==> config.mk <==
export PLATFORM = sky130hd
export DESIGN_NAME = gmii_byte_pack
export DESIGN_NICKNAME = d
export VERILOG_FILES = /design/src/rtl/gmii_byte_pack.sv
export SDC_FILE = /design/constraint.sdc
export NUM_CORES = 1
export LEC_CHECK = 0
export BUFFER_PORTS_ARGS = -buffer_cell sky130_fd_sc_hd__buf_2
export CAP_MARGIN = 20
export CORE_ASPECT_RATIO = 1.4
export CORE_MARGIN = 5
export CORE_UTILIZATION = 56
export CTS_CLUSTER_SIZE = 24
export DETAILED_ROUTE_END_ITERATION = 10
export GPL_TIMING_DRIVEN = 1
export PLACE_DENSITY = 0.77
export RECOVER_POWER = 100
export REMOVE_ABC_BUFFERS = 1
export SLEW_MARGIN = 0
export SYNTH_ARGS = -nofsm -noshare
export SYNTH_HDL_FRONTEND = slang
export SYNTH_SLANG_ARGS = --single-unit
==> constraint.sdc <==
create_clock -name clk_sys -period 13.3 [get_ports clk_sys]
set_input_delay 0.665 -clock clk_sys [delete_from_list [all_inputs] [get_ports clk_sys]]
set_output_delay 0.665 -clock clk_sys [all_outputs]
set_load 0.01 [all_outputs]
==> src/rtl/gmii_byte_pack.sv <==
// gmii_byte_pack: packs the 9-bit GMII receive byte stream into 134-bit words.
// Optional statistics counters are enabled by defining GMII_BYTE_PACK_STAT_EN.
//
// Ports:
//   clk_sys, reset    system clock, asynchronous active-high reset
//   iv_data[8:0]      byte stream; [8] marks head/tail, [7:0] byte
//   i_data_wr         iv_data valid
//   iv_rec_ts[18:0]   receive timestamp, valid with the head byte
//   ov_data[133:0]    {type[1:0], invalid count[3:0], data[127:0]}
//   o_data_wr         ov_data valid strobe
//   ov_rec_ts[18:0]   head timestamp on head-type words, else 0
//   ov_pkt_len[11:0]  forwarded byte count on tail-type words, else 0
//   o_trunc_pulse     frame was cut at MAX_LEN
//   o_stray_pulse     byte dropped outside a frame
//   ov_pkt_cnt, ov_trunc_cnt, ov_stray_cnt  (GMII_BYTE_PACK_STAT_EN only)
module gmii_byte_pack #(
    parameter int MAX_LEN = 2048
) (
    input  logic         clk_sys,
    input  logic         reset,
    input  logic [8:0]   iv_data,
    input  logic         i_data_wr,
    input  logic [18:0]  iv_rec_ts,
    output logic [133:0] ov_data,
    output logic         o_data_wr,
    output logic [18:0]  ov_rec_ts,
    output logic [11:0]  ov_pkt_len,
    output logic         o_trunc_pulse,
    output logic         o_stray_pulse
`ifdef GMII_BYTE_PACK_STAT_EN
    ,
    output logic [15:0]  ov_pkt_cnt,
    output logic [15:0]  ov_trunc_cnt,
    output logic [15:0]  ov_stray_cnt
`endif
);

    localparam logic [11:0] LP_MAX = 12'(MAX_LEN);

    typedef enum logic [1:0] {
        S_IDLE,
        S_PACK,
        S_DISCARD
    } state_t;

    state_t         r_state;
    logic [3:0]     r_lane;
    logic [11:0]    r_len;
    logic [127:0]   r_stage;
    logic           r_first;
    logic [18:0]    r_ts;

    logic           w_tail;
    logic [11:0]    w_len_nxt;
    logic           w_at_max;
    logic [3:0]     w_inv;
    logic [127:0]   w_word;

    assign w_tail    = iv_data[8];
    assign w_len_nxt = r_len + 12'd1;
    assign w_at_max  = (w_len_nxt == LP_MAX);
    // Lanes above r_lane are still zero, so OR-ing the new byte in is safe.
    assign w_word    = r_stage
                     | ({iv_data[7:0], 120'd0} >> {r_lane, 3'b000});
    // Filled lanes = r_lane + 1, so 16 - filled = 15 - r_lane.
    assign w_inv     = 4'd15 - r_lane;

    always_ff @(posedge clk_sys or posedge reset) begin
        if (reset) begin
            r_state       <= S_IDLE;
            r_lane        <= 4'd0;
            r_len         <= 12'd0;
            r_stage       <= 128'd0;
            r_first       <= 1'b0;
            r_ts          <= 19'd0;
            ov_data       <= 134'd0;
            o_data_wr     <= 1'b0;
            ov_rec_ts     <= 19'd0;
            ov_pkt_len    <= 12'd0;
            o_trunc_pulse <= 1'b0;
            o_stray_pulse <= 1'b0;
        end else begin
            ov_data       <= 134'd0;
            o_data_wr     <= 1'b0;
            ov_rec_ts     <= 19'd0;
            ov_pkt_len    <= 12'd0;
            o_trunc_pulse <= 1'b0;
            o_stray_pulse <= 1'b0;
            if (i_data_wr) begin
                unique case (r_state)
                    S_IDLE: begin
                        if (w_tail) begin
                            r_stage <= {iv_data[7:0], 120'd0};
                            r_lane  <= 4'd1;
                            r_len   <= 12'd1;
                            r_first <= 1'b1;
                            r_ts    <= iv_rec_ts;
                            r_state <= S_PACK;
                        end else begin
                            o_stray_pulse <= 1'b1;
                        end
                    end
                    S_PACK: begin
                        r_len <= w_len_nxt;
                        // A real tail wins over truncation when both
                        // land on the same byte.
                        if (w_tail || w_at_max) begin
                            o_data_wr     <= 1'b1;
                            ov_data       <= {1'b1, r_first, w_inv, w_word};
                            ov_rec_ts     <= r_first ? r_ts : 19'd0;
                            ov_pkt_len    <= w_len_nxt;
                            o_trunc_pulse <= ~w_tail;
                            r_stage       <= 128'd0;
                            r_lane        <= 4'd0;
                            r_first       <= 1'b0;
                            r_state       <= w_tail ? S_IDLE : S_DISCARD;
                        end else if (r_lane == 4'd15) begin
                            o_data_wr <= 1'b1;
                            ov_data   <= {1'b0, r_first, 4'd0, w_word};
                            ov_rec_ts <= r_first ? r_ts : 19'd0;
                            r_stage   <= 128'd0;
                            r_lane    <= 4'd0;
                            r_first   <= 1'b0;
                        end else begin
                            r_stage <= w_word;
                            r_lane  <= r_lane + 4'd1;
                        end
                    end
                    S_DISCARD: begin
                        if (w_tail) begin
                            r_state <= S_IDLE;
                        end
                    end
                    default: begin
                        r_state <= S_IDLE;
                    end
                endcase
            end
        end
    end

`ifdef GMII_BYTE_PACK_STAT_EN
    always_ff @(posedge clk_sys or posedge reset) begin
        if (reset) begin
            ov_pkt_cnt   <= 16'd0;
            ov_trunc_cnt <= 16'd0;
            ov_stray_cnt <= 16'd0;
        end else begin
            if (o_data_wr && ov_data[133]) begin
                ov_pkt_cnt <= ov_pkt_cnt + 16'd1;
            end
            if (o_trunc_pulse) begin
                ov_trunc_cnt <= ov_trunc_cnt + 16'd1;
            end
            if (o_stray_pulse) begin
                ov_stray_cnt <= ov_stray_cnt + 16'd1;
            end
        end
    end
`endif

endmodule

---- Word-level counts from Yosys, hierarchy flattened ----
Cells that the tools add are included.
word-level totals
  register bits ........................... 334
  input port bits ......................... 31
  output and inout bits ................... 168
  word-level logic and storage cells ...... 74
cells by class
  add/subtract/negate cells ............... 3
  equal/unequal tests ..................... 8
  shifts and indexed selects .............. 1
  mux-type cells .......................... 41
  bitwise operators ....................... 2
  reductions and logical operators ........ 7
operators by type and width
  cell                   number
  $mux 134               3
  $mux 128               3
  $pmux 128 s2           1
  $mux 133               1
  $or 128x128->128       1
  $shr 128x7->128        1
  $mux 19                5
  $mux 12                4
  $pmux 12 s2            1
  $mux 1                 13
  $add 12x1->12 const B  1
  $eq 12x12->1 const B   1
  $mux 4                 3
  $mux 2                 4
  $pmux 4 s2             1
  $reduce_and 4->1       2
  $ne 2x2->1 const B     3
  $pmux 2 s3             1
  $reduce_and 3->1       2
  $add 4x1->4 const B    1
  $eq 4x4->1 const B     1
  $sub 4x4->4 const A    1
  $ne 3x3->1 const B     1
  $eq 2x1->1 const B     1
  6 further kinds        6

---- Depth between registers and ports, before layout ----
Gate-level depths: netlist of run 1.
  depth in word-level cells ............... 6
  mapped depth ............................ 10
  mapped depth without buffers ............ 8

---- Worst setup path after synthesis of run 1 ----
Ideal clock, no wire load.
  path kind ............................... reg-to-reg
  from .................................... register r_len[0]
  to ...................................... register r_stage[64]
  library setup time ...................... 118 ps
  data arrival time ....................... 2468 ps
  required time ........................... 13182 ps
  path slack .............................. 10714 ps
  cell stages (with the launch flop) ...... 11
  buffers on the path ..................... 3
  period minus slack after synthesis ...... 2586 ps
  cell sequence ........................... dfrtp_1 -> ha_1 -> clkbuf_1 -> nand2_1 -> or4b_1 -> a222oi_1 -> nand2_1 -> a31oi_2 -> buf_2 -> buf_4 -> nor2_1
between the ends
  cells in the longest elaborated chain, start to end .. 5
ends and longest elaborated chain
  element                 line  source
  from (decl)             48    logic [11:0] r_len;
  from (signal assigned)  104   r_len <= w_len_nxt;
  $add 12x1->12           60    assign w_len_nxt = r_len + 12'd1;
  $eq 12x12->1            61    assign w_at_max = (w_len_nxt == LP_MAX);
  $logic_or 1x1->1        107   if (w_tail || w_at_max) begin
  $mux 128                107
  $pmux 128 s2            90    unique case (r_state)
  to (signal assigned)    93    r_stage <= {iv_data[7:0], 120'd0};
  to (signal assigned)    125   r_stage <= w_word;
  to (decl)               49    logic [127:0] r_stage;
No other way between the ends.
A chain may end at the register's enable or synchronous reset.

---- Worst setup path in the final report of run 1 ----
  from .................................... register r_len[0]
  to ...................................... register r_stage[10]
The elaborated chain is that of the path after synthesis.

==> results_dict.tcl, run 1 <==
set metrics [dict create \
    fillers 1795 \
    yosysMostFrequentCell "dfrtp_1" \
    grt_overflow 0 \
    die_h_um 185 \
    yosysTopAreaCell "dfrtp_1" \
    worstSetupStartpointType "flop" \
    drc 0 \
    p_switching_mw 0.599 \
    power.leakage_nw 6.59 \
    syn_area_um2 12300 \
    postCtsSetupBuffers 0 \
    violations "capacitance limit, slew limit" \
    worst_r2r_path_depth 9 \
    final_area_um2 14100 \
    wl_per_cell_um 18.0 \
    synth_top_area_share 0.679 \
    antenna_found_initial 0 \
    status "complete, but fails checks" \
    fin_crit_sh 0.500 \
    routed_wl_mm 29.0 \
    setup_violations 0 \
    drt_iter0_drc 825 \
    timing.slew.headroom -3.13 \
    synth_cell_types 44 \
    fin_skew_ns 0.0135 \
    synthArstFlopShare 1.00 \
    drive_above_1_share 0.0808 \
    switching_share 0.259 \
    maxCapViolCount 6 \
    end_kind "flop" \
    cts_buffers 29 \
    worst-path-max-fanout 76 \
    vias 8829 \
    power_frac_comb 0.118 \
    hold_path.class "input pin to flop" \
    tightestPinTransition_ns 6.16 \
    grt_usage 0.231 \
    cts.reportedPaths.clkPinSlew_ns 0.07 \
    io_buffers 198 \
    r2r_start "r_len[0]" \
    rows 64 \
    tns_ns 0 \
    gp_congestion 0.825 \
    initial_utilization 0.565 \
    fmax_mhz 150 \
    die_area_um2 25100 \
    synth_commonest_cells "dfrtp_1, nor2_1, a21oi_1" \
    power_density_nw_per_um2 164 \
    r2r_end "r_stage[10]" \
    clock-root-buffer "clkbuf_16" \
    cts_hold_buf 0 \
    clkSinkCount 334 \
    areaGrowthSynthToFinish_pct 14.9 \
    cts_buffer_depth 3 \
    fp.dieW_um 135 \
    ant_nets 0 \
    crit_type "flop to flop" \
    h-tree-depth 1 \
    cts_tree "yes" \
    yosysSeqAreaShare 0.679 \
    r2r_setup_slack_ns 6.65 \
    dp_hpwl_mm 17.7 \
    hold_depth 2 \
    finalCriticalPeriod_ns 6.65 \
    syn_inst 1138 \
    grt_pass1_wl_mm 45.8 \
    hold_viol_final 0 \
    worstPathRequired_ns 13.56 \
    ir_drop_mv 0.0977 \
    ys.flop_type "dfrtp_1" \
    coreArea_um2 21800 \
    final_util 0.649 \
    syn_avg_cell_area_um2 10.8 \
    grt_pass1_vias 8647 \
    place_area_um2 13400 \
    synth_edf_count 0 \
    p_clk_frac 0.383 \
    synth.area.top_cells "dfrtp_1, a21oi_1, nor2_1, mux2_2, clkbuf_1" \
    slew_violations 429 \
    min_to "r_ts[4]" \
    nets 1323 \
    hold_path.startpoint "iv_rec_ts[4]" \
    seqPwrFrac 0.499 \
    rsz0062_at_grt "no" \
    dr.pass1.iters 7 \
    clkLatencyLatePin_ns 0.54 \
    yosys_warnings 0 \
    p_int_mw 1.72 \
    worst-endpoint-arrival_ns 6.92 \
    io_pins 199 \
    grt_max_degree 189 \
    synth_seq_cells 334 \
    cts-resized-gates 0 \
    vias_per_cell 5.49 \
    n_antenna_cell 0 \
]
==> logic make-up (layout without fill, tap and decap cells) <==
group,after synthesis,in the layout,synth area share
adders and majority gates,2,2,0.00203
muxes,20,20,0.0182
and+or+nand+nor,379,379,0.129
DFF,334,334,0.679
xor gates and xnor gates,12,12,0.00854
buffers and inverters,91,265,0.0344
AOI/OAI and AO/OA,300,300,0.129
==> registers in the layout, indices dropped and copies added (netlist names) <==
name,flops
r_ts,19
ov_rec_ts,19
o_data_wr,1
o_trunc_pulse,1
r_stage,128
r_lane,4
ov_data,134
ov_pkt_len,12
r_first,1
o_stray_pulse,1
r_state,2
r_len,12
==> cell usage in the layout (no fill, tap or decap), drive strengths merged, types with 2 or more instances in the layout <==
cell type / n
dfrtp: 334
nor2: 279
a21oi: 254
clkbuf: 210
buf: 33
nand2: 28
o21ai: 20
and3: 20
mux2: 19
nor3: 18
and2: 9
clkinv: 9
a22o: 8
nand3: 7
xor2: 7
inv: 6
nand2b: 6
xnor2: 5
o31ai: 5
bufinv: 5
nand4: 3
a21o: 3
a31oi: 3
and4: 2
ha: 2
nor4: 2
or2: 2
clkinvlp: 2
==> cell type report <==
| cell class | instances | area, um2 | share of cell area |
|---|---|---|---|
| clock buffer | 38 | 810 | 0.0572 |
| tap | 297 | 372 | 0.0263 |
| sequential | 334 | 8360 | 0.591 |
| inverter | 7 | 27.5 | 0.00195 |
| clock inverter | 15 | 206 | 0.0146 |
| multi-input combinational | 713 | 3540 | 0.250 |
| timing repair buffer | 205 | 831 | 0.0587 |
==> worst max-delay path by stage <==
| stage | from | depth (start not counted) | slack (ns) | end |
|---|---|---|---|---|
| floorplan | reset | 1 | 3.38 | o_data_wr |
| finish | r_len[0] | 9 | 6.65 | r_stage[10] |
| global route | r_len[0] | 9 | 6.21 | r_stage[50] |
| detailed placement | r_len[0] | 9 | 9.70 | r_stage[46] |
| global placement | r_len[0] | 9 | 9.81 | r_stage[55] |
| CTS | r_len[0] | 9 | 9.68 | r_stage[10] |
==> critical path: stages, from the launching register on <==
cell and delay [ns]:
dfrtp_1 0.42, ha_1 0.38, nand2_1 0.08, or4b_1 0.48, a222oi_1 0.34, nand2_1 0.27, a31oi_4 0.18, clkbuf_1 1.48
clkbuf_1 2.45, nor2_1 0.25
==> per-layer routing <==
metal | global-route usage | vias up | wire [um]
met5 | 0 | - | 0
met4 | 0.0984 | 0 | 1140
met3 | 0.0288 | 67 | 1740
met2 | 0.377 | 357 | 14400
met1 | 0.316 | 4307 | 11700
li1 | - | 4098 | -
==> through the flow <==
step / hold slack (ns) / total power, mW / setup WS, ns / std cells
after floorplan: 0.446 / 1.34 / 3.38 / 1054
after global placement: 0.470 / 1.44 / 9.81 / 1555
after detailed placement: 0.479 / 1.45 / 9.70 / 1555
after CTS: 0.343 / 2.34 / 9.68 / 1608
after global routing: 0.353 / 2.41 / 6.21 / 1609
final: 0.362 / 2.31 / 6.65 / 1609
==> power by group through the flow <==
stage	clock network, mW	logic [mW]	registers [mW]
2_1_floorplan	0	0.174	1.16
3_3_place_gp	0	0.273	1.17
3_5_place_dp	0	0.280	1.17
4_1_cts	0.901	0.282	1.15
5_1_grt	0.939	0.306	1.16
6_report	0.886	0.273	1.16
Note: power is estimated with default switching activity, not from simulation.
==> run 2: changes to the inputs <==
--- a/config.mk
+++ b/config.mk
@@ -9,11 +9,11 @@
 export CAP_MARGIN = 20
 export CORE_ASPECT_RATIO = 1.4
 export CORE_MARGIN = 5
-export CORE_UTILIZATION = 56
+export CORE_UTILIZATION = 51
 export CTS_CLUSTER_SIZE = 24
 export DETAILED_ROUTE_END_ITERATION = 10
 export GPL_TIMING_DRIVEN = 1
-export PLACE_DENSITY = 0.77
+export PLACE_DENSITY = 0.74
 export RECOVER_POWER = 100
 export REMOVE_ABC_BUFFERS = 1
 export SLEW_MARGIN = 0
==> constraint.sdc (replaced) <==
create_clock -name clk_sys -period 5.8 [get_ports clk_sys]
set_input_delay 0.29 -clock clk_sys [delete_from_list [all_inputs] [get_ports clk_sys]]
set_output_delay 0.29 -clock clk_sys [all_outputs]
set_load 0.01 [all_outputs]
==> results_dict.tcl, run 2 (synthesized netlist as in run 1, its figures left out) <==
set metrics [dict create \
    layout_commonest_cell "dfrtp_1" \
    largest_register_ff_count 134 \
    fin_skew_ns 0.0168 \
    areaGrowthSynthToFinish_pct 17.1 \
    io_pins 199 \
    ir_drop_mv 0.247 \
    switching_share 0.262 \
    worstSetupStartpointType "flop" \
    coreArea_um2 23900 \
    grt_usage 0.224 \
    final_util 0.603 \
    drt_iter0_drc 807 \
    top_regs "ov_data (134), r_stage (128)" \
    cts_buffers 29 \
    vias 9108 \
    p_switching_mw 1.39 \
    final_area_um2 14400 \
    slew_violations 146 \
    rsz0062_at_grt "no" \
    fmax_mhz 224 \
    clock-root-buffer "clkbuf_16" \
    hold_path.startpoint "iv_data[8]" \
    cts_tree "yes" \
    end_kind "flop" \
    crit_family "buffers and inverters" \
    p_clk_frac 0.376 \
    seqPwrFrac 0.500 \
    finalCriticalPeriod_ns 4.46 \
    n_antenna_cell 0 \
    vias_per_cell 5.53 \
    ant_nets 0 \
    place_area_um2 13400 \
    slowest_delay_ns 1.28 \
    rows 67 \
    grt_overflow 0 \
    violations "capacitance limit, slew limit" \
    postCtsSetupBuffers 0 \
    power_density_nw_per_um2 368 \
    p_int_mw 3.92 \
    grt_max_degree 162 \
    power_frac_comb 0.124 \
    regMostFlops "ov_data" \
    setup_violations 0 \
    initial_utilization 0.515 \
    worstPathRequired_ns 6.23 \
    cts-resized-gates 0 \
    drive_above_1_share 0.0815 \
    h-tree-depth 1 \
    die_area_um2 27400 \
    cts_buffer_depth 3 \
    io_buffers 198 \
    crit_chain "nand4_1 > o311ai_0 > a222oi_1 > nand2_1 > a21o_1 > clkbuf_1 > buf_16 > inv_2 > and3_1" \
    finalPower_mw 5.31 \
    path_buf_inv 3 \
    holdWs_ns 0.0292 \
    dr.pass1.iters 5 \
    grt_pass1_wl_mm 49.4 \
    fp.dieW_um 141 \
    cts.reportedPaths.clkPinSlew_ns 0.07 \
    die_h_um 194 \
    antenna_found_initial 0 \
    clkSinkCount 334 \
    drc 0 \
    gp_congestion 0.829 \
    hold_path.class "input pin to flop" \
    nets 1348 \
    hold_viol_final 0 \
    routed_wl_mm 30.9 \
    worst-path-max-fanout 79 \
    mostFrequentLayoutCells "dfrtp_1, nor2_1, a21oi_1" \
    cp_slowest_cell "clkbuf_1" \
    maxCapViolCount 3 \
    crit_path_start "r_len[2]" \
    worst-endpoint-arrival_ns 4.89 \
    clkLatencyLatePin_ns 0.55 \
    fin_crit_sh 0.768 \
    r2r_start "r_len[2]" \
    tightestPinTransition_ns 3.75 \
    wl_per_cell_um 18.7 \
    grt_pass1_vias 9201 \
    dp_hpwl_mm 18.6 \
    timing.slew.headroom -1.51 \
    power.leakage_nw 6.70 \
    status "complete, but fails checks" \
    crit_type "flop to flop" \
]
[run 2: cell count changes in the layout (fill, tap and decap cells not counted), sizes merged, moves of 2 or more]
cell,previous run,this run
buf,33,38
bufinv,5,3
clkbuf,210,217
clkinv,9,3
dlygate4sd3,0,20
[run 2: metrics by stage]
step / worst slack (ns) / setup TNS [ns] / instances
after floorplan: -3.74 / -1250.23 / 1054
after global placement: 2.27 / 0 / 1569
after detailed placement: 2.17 / 0 / 1571
after CTS: 2.11 / 0 / 1645
after global routing: 1.01 / 0 / 1648
final: 1.34 / 0 / 1648
[run 2: layout make-up]
| class | instances | area [um2] |
|---|---|---|
| clock buffers | 45 | 876 |
| clock inverters | 9 | 129 |
| fillers | 2044 | 9480 |
| inverters | 7 | 27.5 |
| multi-input cells | 713 | 3520 |
| flip-flops and latches | 334 | 8360 |
| well taps | 310 | 388 |
| repair buffers | 230 | 1110 |
[run 2: power by group through the flow]
stage	Clock, mW	Combinational [mW]	Sequential [mW]
finish	2.00	0.658	2.65
global route	2.12	0.730	2.67
CTS	2.03	0.666	2.64
detailed placement	0	0.652	2.69
global placement	0	0.635	2.67
floorplan	0	0.398	2.67
[run 2: what timing repair did]
action / in CTS / in global routing
setup endpoints to repair: 0 / 0
hold buffers: 20 / 0
endpoints found under the hold margin: 104 / 0
[run 2: path summary, 6_finish.rpt]
path	to	slack, ns	cells past startpoint
setup / recovery	ov_rec_ts[3]	1.34	9
hold / removal	o_stray_pulse	0.03	2
setup reg to reg	ov_rec_ts[3]	1.34	9
hold reg to reg	ov_data[77]	0.49	2
max in group asynchronous	r_stage[67]	2.28	5
min in group asynchronous	ov_data[1]	1.36	3
[run 2: layer usage]
layer | wire length (um) | vias up | share of wire | global-route usage
met3 | 1760 | 56 | 0.057 | 0.0301
li1 | - | 4145 | - | -
met5 | 0 | - | 0 | 0
met1 | 12400 | 4558 | 0.40 | 0.305
met2 | 15800 | 349 | 0.51 | 0.374
met4 | 888 | 0 | 0.029 | 0.0736
==> run 3: changes to the inputs <==
==> constraint.sdc (replaced) <==
create_clock -name clk_sys -period 4 [get_ports clk_sys]
set_input_delay 0.2 -clock clk_sys [delete_from_list [all_inputs] [get_ports clk_sys]]
set_output_delay 0.2 -clock clk_sys [all_outputs]
set_load 0.01 [all_outputs]
==> results_dict.tcl, run 3 (synthesized netlist as in run 1, its figures left out) <==
set metrics [dict create \
    gp_congestion 0.947 \
    status "complete, but fails checks" \
    io_pins 199 \
    dr_wl_met3_mm 1.94 \
    fp.dieW_um 141 \
    wl_per_cell_um 18.7 \
    worst-endpoint-arrival_ns 3.71 \
    largest_register_ff_count 134 \
    layout_commonest_cell "dfrtp_1" \
    postCtsSetupBuffers 0 \
    die_h_um 194 \
    crit_type "flop to flop" \
    h-tree-depth 1 \
    regMostFlops "ov_data" \
    fmax_mhz 305 \
    areaGrowthSynthToFinish_pct 17.9 \
    fin_skew_ns 0.0190 \
    clkLatencyLatePin_ns 0.55 \
    worst-path-max-fanout 23 \
    drc 0 \
    tns_ns 0 \
    routed_wl_mm 31.0 \
    nets 1355 \
    place_area_um2 13500 \
    slew_violations 146 \
    cts_buffers 30 \
    timing.slew.headroom -0.733 \
    mostFrequentLayoutCells "dfrtp_1, nor2_1, a21oi_1" \
    vias_per_cell 5.49 \
    grt_usage 0.224 \
    worstPathRequired_ns 4.43 \
    grt_pass1_vias 9329 \
    coreArea_um2 23900 \
    holdWs_ns 0.303 \
    dp_hpwl_mm 18.6 \
    fin_crit_sh 0.820 \
    io_buffers 198 \
    dr.pass1.iters 6 \
    grt_pass1_wl_mm 49.7 \
    clkSinkCount 334 \
    ir_drop_mv 0.445 \
    initial_utilization 0.515 \
    tightestPinTransition_ns 2.60 \
    finalCriticalPeriod_ns 3.28 \
    rows 67 \
    rsz0062_at_grt "no" \
    cts_buffer_depth 3 \
    clock-root-buffer "clkbuf_16" \
    cts_tree "yes" \
    dr_wl_met2_mm 15.7 \
    n_antenna_cell 0 \
    die_area_um2 27400 \
    final_area_um2 14500 \
    end_kind "flop" \
    hold_viol_final 0 \
    fillers 2032 \
    hold_path.class "input pin to flop" \
    ant_nets 0 \
    cts.reportedPaths.clkPinSlew_ns 0.06 \
    drive_above_1_share 0.0863 \
    finalPower_mw 7.77 \
    worstSetupStartpointType "flop" \
    grt_overflow 0 \
    maxCapViolCount 2 \
    drt_iter0_drc 695 \
    grt_max_degree 124 \
    power.leakage_nw 6.75 \
    vias 9084 \
    violations "capacitance limit, slew limit" \
    antenna_found_initial 0 \
    wirelength_met1_mm 12.3 \
    top_regs "ov_data (134), r_stage (128)" \
    power_density_nw_per_um2 535 \
    highest_layer "met4" \
    setup_violations 0 \
]
## run 3: cell count changes in the layout (fill, tap and decap cells not counted), sizes merged
cell	change
inv	-1
dlygate4sd3	+3
buf	+2
clkinv	+2
## run 3: where the power goes
| group | internal [mW] | total, mW | switching, mW |
|---|---|---|---|
| sequential | 3.65 | 3.83 | 0.182 |
| clock | 1.75 | 2.96 | 1.21 |
| combinational | 0.341 | 0.978 | 0.637 |
| total | 5.74 | 7.77 | 2.03 |
## run 3: final cells by class
type | instances | area (um2) | area share
clock buffer | 44 | 905 | 0.0623
tap | 310 | 388 | 0.0267
inverter | 7 | 30.0 | 0.00207
multi-input combinational | 713 | 3530 | 0.243
sequential | 334 | 8360 | 0.576
clock inverter | 10 | 130 | 0.00897
timing repair buffer | 236 | 1170 | 0.0805
## run 3: critical path, cell delays in order, from the launching register on
cell	delay (ns)
dfrtp_1	0.40
nor2_1	0.17
or2_0	1.28
nor2_2	0.05
clkbuf_1	0.53
a41o_1	0.51
a22o_1	0.23
## run 3: per-stage QoR
stage          setup slack [ns]  utilization  std cells
2_1_floorplan             -5.45            -       1054
3_3_place_gp              0.880        0.563       1576
3_5_place_dp              0.749        0.563       1576
4_1_cts                   0.711        0.616       1653
5_1_grt                   0.456        0.607       1654
6_report                  0.719        0.607       1654
## run 3: repair_timing
item	CTS	global route
hold buffers	23	0
gates resized for setup	0	0
endpoints found under the hold margin	140	0
## run 3: path summary, 6_finish.rpt
| kind | start | end | slack (ns) | cells after the start |
|---|---|---|---|---|
| setup / recovery | r_state[0] | r_stage[124] | 0.72 | 6 |
| hold / removal | iv_data[6] | ov_data[126] | 0.30 | 3 |
| setup reg to reg | r_state[0] | r_stage[124] | 0.72 | 6 |
| hold reg to reg | r_stage[64] | ov_data[64] | 0.48 | 2 |
| max in group asynchronous | reset | ov_data[53] | 1.24 | 4 |
| min in group asynchronous | reset | r_stage[28] | 0.98 | 3 |
## run 3: layer usage
layer	GRT usage	up-vias
met5	0	-
met3	0.0308	68
met4	0.0883	0
met2	0.374	342
met1	0.297	4506
li1	-	4168
